==> config.mk <==
export PLATFORM = sky130hd
export DESIGN_NAME = calendar_counter
export DESIGN_NICKNAME = d
export VERILOG_FILES = /design/src/rtl/calendar_pkg.sv /design/src/rtl/calendar_counter_prescaler.sv /design/src/rtl/calendar_counter.sv
export SDC_FILE = /design/constraint.sdc
export NUM_CORES = 1
export LEC_CHECK = 0
export ABC_CLOCK_PERIOD_IN_PS = 2800
export BUFFER_PORTS_ARGS = -buffer_cell sky130_fd_sc_hd__buf_2
export CORE_MARGIN = 8
export CORE_UTILIZATION = 47
export DETAILED_ROUTE_END_ITERATION = 10
export PLACE_DENSITY_LB_ADDON = 0.15
export SETUP_SLACK_MARGIN = 0.05
export SYNTH_ARGS = -nofsm -noshare
export SYNTH_HDL_FRONTEND = slang
export SYNTH_SLANG_ARGS = --single-unit
==> constraint.sdc <==
create_clock -name clk -period 2.8 [get_ports clk]
set_input_delay 0.56 -clock clk [delete_from_list [all_inputs] [get_ports clk]]
set_output_delay 0.56 -clock clk [all_outputs]
set_load 0.1 [all_outputs]
==> src/rtl/calendar_pkg.sv <==
// calendar_pkg: shared field widths, field limits, reset values and the
// month-length / set-validation helpers used by calendar_counter.
package calendar_pkg;

  localparam int SEC_W  = 6;
  localparam int MIN_W  = 6;
  localparam int HOUR_W = 5;
  localparam int DAY_W  = 5;
  localparam int MON_W  = 4;

  localparam logic [SEC_W-1:0]  SEC_LAST  = 6'd59;
  localparam logic [MIN_W-1:0]  MIN_LAST  = 6'd59;
  localparam logic [HOUR_W-1:0] HOUR_LAST = 5'd23;
  localparam logic [MON_W-1:0]  MON_LAST  = 4'd12;

  localparam logic [SEC_W-1:0]  SEC_RST  = 6'd0;
  localparam logic [MIN_W-1:0]  MIN_RST  = 6'd0;
  localparam logic [HOUR_W-1:0] HOUR_RST = 5'd0;
  localparam logic [DAY_W-1:0]  DAY_RST  = 5'd1;
  localparam logic [MON_W-1:0]  MON_RST  = 4'd1;

  // year_lsbs are the two LSBs of the absolute calendar year; a zero value
  // marks a leap year (exact for 1901..2099).
  function automatic logic [DAY_W-1:0] days_in_month(input logic [MON_W-1:0] month,
                                                     input logic [1:0]       year_lsbs);
    case (month)
      4'd4, 4'd6, 4'd9, 4'd11: return 5'd30;
      4'd2:                    return (year_lsbs == 2'd0) ? 5'd29 : 5'd28;
      default:                 return 5'd31;
    endcase
  endfunction

  function automatic logic fields_valid(input logic [SEC_W-1:0]  sec,
                                        input logic [MIN_W-1:0]  min,
                                        input logic [HOUR_W-1:0] hour,
                                        input logic [DAY_W-1:0]  day,
                                        input logic [MON_W-1:0]  month,
                                        input logic [1:0]        year_lsbs);
    return (sec <= SEC_LAST) && (min <= MIN_LAST) && (hour <= HOUR_LAST) &&
           (month != MON_W'(0)) && (month <= MON_LAST) &&
           (day != DAY_W'(0)) && (day <= days_in_month(month, year_lsbs));
  endfunction

endpackage

==> src/rtl/calendar_counter_prescaler.sv <==
// cal_prescaler: divides enabled clk cycles down to one advance per second.
// Ports: clk, rst (sync, active-high), en (count enable), clr (restart at 0),
// adv (high on the enabled terminal-count cycle).
module cal_prescaler #(
  parameter int TICK_DIV = 1
) (
  input  logic clk,
  input  logic rst,
  input  logic en,
  input  logic clr,
  output logic adv
);

  localparam int CNT_W = (TICK_DIV > 1) ? $clog2(TICK_DIV) : 1;
  localparam logic [CNT_W-1:0] CNT_LAST = CNT_W'(TICK_DIV - 1);

  logic [CNT_W-1:0] cnt_q, cnt_d;
  logic             term;

  assign term = (cnt_q == CNT_LAST);
  assign adv  = en & term;

  always_comb begin
    cnt_d = cnt_q;
    if (clr)     cnt_d = '0;
    else if (en) cnt_d = term ? '0 : cnt_q + CNT_W'(1);
  end

  always_ff @(posedge clk) begin
    if (rst) cnt_q <= '0;
    else     cnt_q <= cnt_d;
  end

endmodule

==> src/rtl/calendar_counter.sv <==
// calendar_counter: single-clock time-of-day and calendar counter with a
// seconds prescaler, month lengths/leap years, validated set handshake,
// alarm compare and year-wrap flag.
// Ports: clk, rst (sync, active-high), en (prescaler enable);
//   set_valid/set_ready + set_* load values, set_err reject pulse;
//   alarm_en + alarm_* compare values, alarm_hit pulse;
//   second/minute/hour/day/month/year current value;
//   tick_sec (time advanced) and year_wrap (year rolled to 0) pulses.
module calendar_counter
  import calendar_pkg::*;
#(
  parameter int TICK_DIV  = 1,
  parameter int YEAR_W    = 6,
  parameter int BASE_YEAR = 2000
) (
  input  logic              clk,
  input  logic              rst,
  input  logic              en,
  input  logic              set_valid,
  output logic              set_ready,
  input  logic [SEC_W-1:0]  set_second,
  input  logic [MIN_W-1:0]  set_minute,
  input  logic [HOUR_W-1:0] set_hour,
  input  logic [DAY_W-1:0]  set_day,
  input  logic [MON_W-1:0]  set_month,
  input  logic [YEAR_W-1:0] set_year,
  output logic              set_err,
  input  logic              alarm_en,
  input  logic [HOUR_W-1:0] alarm_hour,
  input  logic [MIN_W-1:0]  alarm_minute,
  input  logic [SEC_W-1:0]  alarm_second,
  output logic              alarm_hit,
  output logic [SEC_W-1:0]  second,
  output logic [MIN_W-1:0]  minute,
  output logic [HOUR_W-1:0] hour,
  output logic [DAY_W-1:0]  day,
  output logic [MON_W-1:0]  month,
  output logic [YEAR_W-1:0] year,
  output logic              tick_sec,
  output logic              year_wrap
);

  // Leap test runs on the absolute year; BASE_YEAR is a multiple of 4, so
  // this offset is normally zero.
  localparam logic [1:0]        BASE_LSB = 2'(BASE_YEAR % 4);
  localparam logic [YEAR_W-1:0] YEAR_MAX = '1;

  logic [SEC_W-1:0]  second_q, second_d;
  logic [MIN_W-1:0]  minute_q, minute_d;
  logic [HOUR_W-1:0] hour_q,   hour_d;
  logic [DAY_W-1:0]  day_q,    day_d;
  logic [MON_W-1:0]  month_q,  month_d;
  logic [YEAR_W-1:0] year_q,   year_d;
  logic set_ready_q, set_err_q, alarm_hit_q, tick_q, wrap_q;

  logic [1:0] cur_yl, set_yl;
  logic xfer, set_ok, adv, do_adv, hit_d;
  logic c_sec, c_min, c_hour, c_day, c_mon, c_year;

  assign cur_yl = year_q[1:0] + BASE_LSB;
  assign set_yl = set_year[1:0] + BASE_LSB;

  assign xfer   = set_valid & set_ready_q;
  assign set_ok = xfer & fields_valid(set_second, set_minute, set_hour,
                                      set_day, set_month, set_yl);

  cal_prescaler #(.TICK_DIV(TICK_DIV)) u_prescaler (
    .clk (clk),
    .rst (rst),
    .en  (en),
    .clr (set_ok),
    .adv (adv)
  );

  // Any transfer, valid or not, swallows a coincident advance.
  assign do_adv = adv & ~xfer;

  // Full carry chain evaluated in one cycle.
  assign c_sec  = (second_q == SEC_LAST);
  assign c_min  = c_sec  & (minute_q == MIN_LAST);
  assign c_hour = c_min  & (hour_q == HOUR_LAST);
  assign c_day  = c_hour & (day_q == days_in_month(month_q, cur_yl));
  assign c_mon  = c_day  & (month_q == MON_LAST);
  assign c_year = c_mon  & (year_q == YEAR_MAX);

  always_comb begin
    second_d = second_q;
    minute_d = minute_q;
    hour_d   = hour_q;
    day_d    = day_q;
    month_d  = month_q;
    year_d   = year_q;
    if (set_ok) begin
      second_d = set_second;
      minute_d = set_minute;
      hour_d   = set_hour;
      day_d    = set_day;
      month_d  = set_month;
      year_d   = set_year;
    end else if (do_adv) begin
      second_d = c_sec ? SEC_RST : second_q + SEC_W'(1);
      if (c_sec)  minute_d = c_min  ? MIN_RST  : minute_q + MIN_W'(1);
      if (c_min)  hour_d   = c_hour ? HOUR_RST : hour_q + HOUR_W'(1);
      if (c_hour) day_d    = c_day  ? DAY_RST  : day_q + DAY_W'(1);
      if (c_day)  month_d  = c_mon  ? MON_RST  : month_q + MON_W'(1);
      if (c_mon)  year_d   = year_q + YEAR_W'(1);
    end
  end

  assign hit_d = alarm_en & (set_ok | do_adv) &
                 ({hour_d, minute_d, second_d} == {alarm_hour, alarm_minute, alarm_second});

  always_ff @(posedge clk) begin
    if (rst) begin
      second_q    <= SEC_RST;
      minute_q    <= MIN_RST;
      hour_q      <= HOUR_RST;
      day_q       <= DAY_RST;
      month_q     <= MON_RST;
      year_q      <= '0;
      set_ready_q <= 1'b1;
      set_err_q   <= 1'b0;
      alarm_hit_q <= 1'b0;
      tick_q      <= 1'b0;
      wrap_q      <= 1'b0;
    end else begin
      second_q    <= second_d;
      minute_q    <= minute_d;
      hour_q      <= hour_d;
      day_q       <= day_d;
      month_q     <= month_d;
      year_q      <= year_d;
      set_ready_q <= ~xfer;
      set_err_q   <= xfer & ~set_ok;
      alarm_hit_q <= hit_d;
      tick_q      <= do_adv;
      wrap_q      <= do_adv & c_year;
    end
  end

  assign set_ready = set_ready_q;
  assign set_err   = set_err_q;
  assign alarm_hit = alarm_hit_q;
  assign tick_sec  = tick_q;
  assign year_wrap = wrap_q;
  assign second    = second_q;
  assign minute    = minute_q;
  assign hour      = hour_q;
  assign day       = day_q;
  assign month     = month_q;
  assign year      = year_q;

endmodule

==> flow_summary.yaml <==
grt:
  grt_pass1_vias: 3172
  track_usage_pct: 20.7
  grt_util_met2_pct: 36.3
  grt_pass1_wl_mm: 14.9
  grt.busiest_layer: "met2"
  grt_max_degree: 29
  overflow: 0
  antenna_found_initial: 0
  grtUsageMet1_pct: 24.6
  grtUsageMet3_pct: 5.20
clock_tree:
  clk_latency_ns: 0.29
  cts-root-buf: "clkbuf_8"
  cts_tree: "done"
  clock_sink_count: 37
  ctsHoldBuffers: 0
  h-tree-depth: 2
  clk_pin_slew_ns: 0.08
  cts_max_path_buffers: 2
  numCtsBuffers: 5
timing:
  finalSetupTns_ns: -0.0284
  fin_crit_ns: 2.83
  max_slew_margin_pct: 66.0
  final-setup-viol-count: 1
  finalHoldWorstSlack_ns: 0.467
  hold_viol: 0
  rsz0062_at_grt: "true"
  worst_slack_ns: -0.0284
  clock.fmax_ghz: 0.354
  fin_skew_ns: 0.00556
  drv_slew: 0
  worst_pin_slew_ns: 0.514
  post-route-period-util_pct: 101
finish:
  seq_area_sq_um: 769
  nets: 550
  drive_gt1_share_pct: 37.1
  multiInputGateArea_sq_mm: 0.00201
  layout_common_cells: "buf_2 (89), nor2_1 (40), buf_4 (38)"
  final_common_cell: "buf_2"
  fill_cells: 551
  diodes: 0
  area_growth_pct: 34.5
die:
  start_util_pct: 48.2
  fp-row-count: 28
  fp.dieH_um: 93.7
  dieArea_sq_mm: 0.00877
  core_area_sq_mm: 0.00589
  pin_count: 91
  dieWidth_um: 93.7
detailed_routing:
  avgRoutedWirePerCell_um: 16.4
  route.vias.total: 3251
  drc_errors: 0
  drtIter0Drc: 166
  first_pass_iters: 5
  drt_wl_total_mm: 9.19
  postRouteAntennaNets: 0
  vias_per_cell: 5.81
setup_path:
  start_kind: "primary input"
  path_class: "in -> reg"
  arrival_ns: 3.02
  worstPathMaxFanout: 3
  worstPathRequired_ns: 2.99
  endpoint_kind: "flop"
synthesis:
  yosysTopAreaCellShare_pct: 26.1
  syn_inst: 365
  yosys.area.top_type: "dfxtp_1"
  synth_ff_type: "dfxtp_1"
  async_flop_share_pct: 0
  yosysWarningCount: 0
  synthTopCellsByArea: "dfxtp_1 (26%), ha_1 (5.3%), nor2_1 (5.3%), a211oi_1 (4.5%), nand2_1 (3.7%)"
  yosysUniqueCellTypes: 70
  synth_nets: 431
  synth_edf_count: 0
  syn_area_per_cell_sq_um: 7.76
  ys_ff_latch: 37
  ys_seq_area_share_pct: 26.1
  syn-cell-area_sq_mm: 0.00283
placed_design:
  gp_congestion: 0.921
  place_hpwl_mm: 7.36
  port_buffers: 90
power_and_ir_drop:
  vdd_ir_drop_max_uv: 299
  leakage_nw: 1.68
  power_density_mw_per_mm2: 497
job:
  cap_viol_max_count: 0
hold_path:
  hp-class: "reg -> reg"
status:
  violations: "setup timing"
  status: "finished with violations"
where the power goes:
part | leakage, nW | switching, W | internal (W)
Sequential | 0.310 | 0.0000592 | 0.000575
Combinational | 1.32 | 0.000551 | 0.000234
Clock | 0.0518 | 0.000212 | 0.000263
Total | 1.68 | 0.000822 | 0.00107
stage by stage:
stage	cells	utilization (%)	instance area, sq um	total power, W	setup slack [ns]
floorplan	365	-	2890	0.00120	0.0391
global placement	550	61.7	3630	0.00140	-0.313
detailed placement	550	61.7	3630	0.00141	-0.388
CTS	559	64.0	3770	0.00189	-0.0172
global route	560	64.8	3810	0.00198	-0.126
finish	560	64.8	3810	0.00189	-0.0284
critical path, stage by stage:
cell,delay [ns]
buf_6,0.10
nor4b_4,0.28
ha_1,0.28
nor2b_1,0.13
o211ai_1,0.22
nand4_1,0.19
or3_1,0.36
and3b_1,0.17
a2111o_1,0.35
nor4_2,0.13
nor4b_2,0.24
synthesized netlist by cell type, drive strengths merged (4+ instances only):
master,instances
nor2,40
dfxtp,37
nand2,29
nand3,23
nor3,21
a211oi,17
inv,17
o21ai,14
a21oi,13
ha,12
clkbuf,10
buf,8
xnor2,8
and3,7
and2,6
mux2i,6
nor4,6
or3,6
a211o,5
o2111ai,5
o211ai,5
a21o,4
a311oi,4
nand2b,4
nand4,4
xor2,4
kinds of logic after synthesis:
| group | Yosys count | synth area share, % |
|---|---|---|
| AO/OA/AOI/OAI | 96 | 24.6 |
| XOR/XNOR | 12 | 3.71 |
| adder cells (fa/ha/maj) | 12 | 5.30 |
| buffers and inverters | 35 | 5.08 |
| flip-flops | 37 | 26.1 |
| multiplexers | 8 | 2.91 |
| AND/OR/NAND/NOR | 165 | 32.3 |
registers in the layout (all words and copies together), names as in the netlist:
| signal | cells |
|---|---|
| alarm_hit | 1 |
| day | 5 |
| hour | 5 |
| minute | 6 |
| month | 4 |
| second | 6 |
| set_err | 1 |
| set_ready | 1 |
| tick_sec | 1 |
| year | 6 |
| year_wrap | 1 |
cell type report:
| type | count | share of cell area [%] |
|---|---|---|
| clock buffer | 5 | 1.81 |
| clock inverter | 3 | 1.08 |
| inverter | 17 | 1.67 |
| multi-input combinational | 293 | 52.7 |
| sequential | 37 | 20.2 |
| tap | 75 | 2.46 |
| timing repair buffer | 130 | 20.1 |
final timing paths:
path                                            from                    to  slack, ns  depth (start not counted)
worst min-delay path            year[5]$_SDFFE_PP0P_  year_wrap$_SDFF_PP0_       0.47                          2
worst min register to register  year[5]$_SDFFE_PP0P_  year_wrap$_SDFF_PP0_       0.47                          2
worst max register to register  second[0]$_SDFF_PP0_  alarm_hit$_SDFF_PP0_       0.11                         10
worst max-delay path                    set_month[0]  alarm_hit$_SDFF_PP0_      -0.03                         11
metal layers:
layer / part of all wire (%) / up-vias
li1: - / 1603
met1: 43 / 1508
met2: 48 / 128
met3: 7.7 / 12
met4: 1.6 / 0
met5: 0 / -
repair_timing:
action,in CTS,in global routing
pin swaps,4,7
buffers inserted,0,1
cloned,1,0
setup endpoints to repair,1,4
resized for setup,5,7
(Power assumes the default switching activity.)
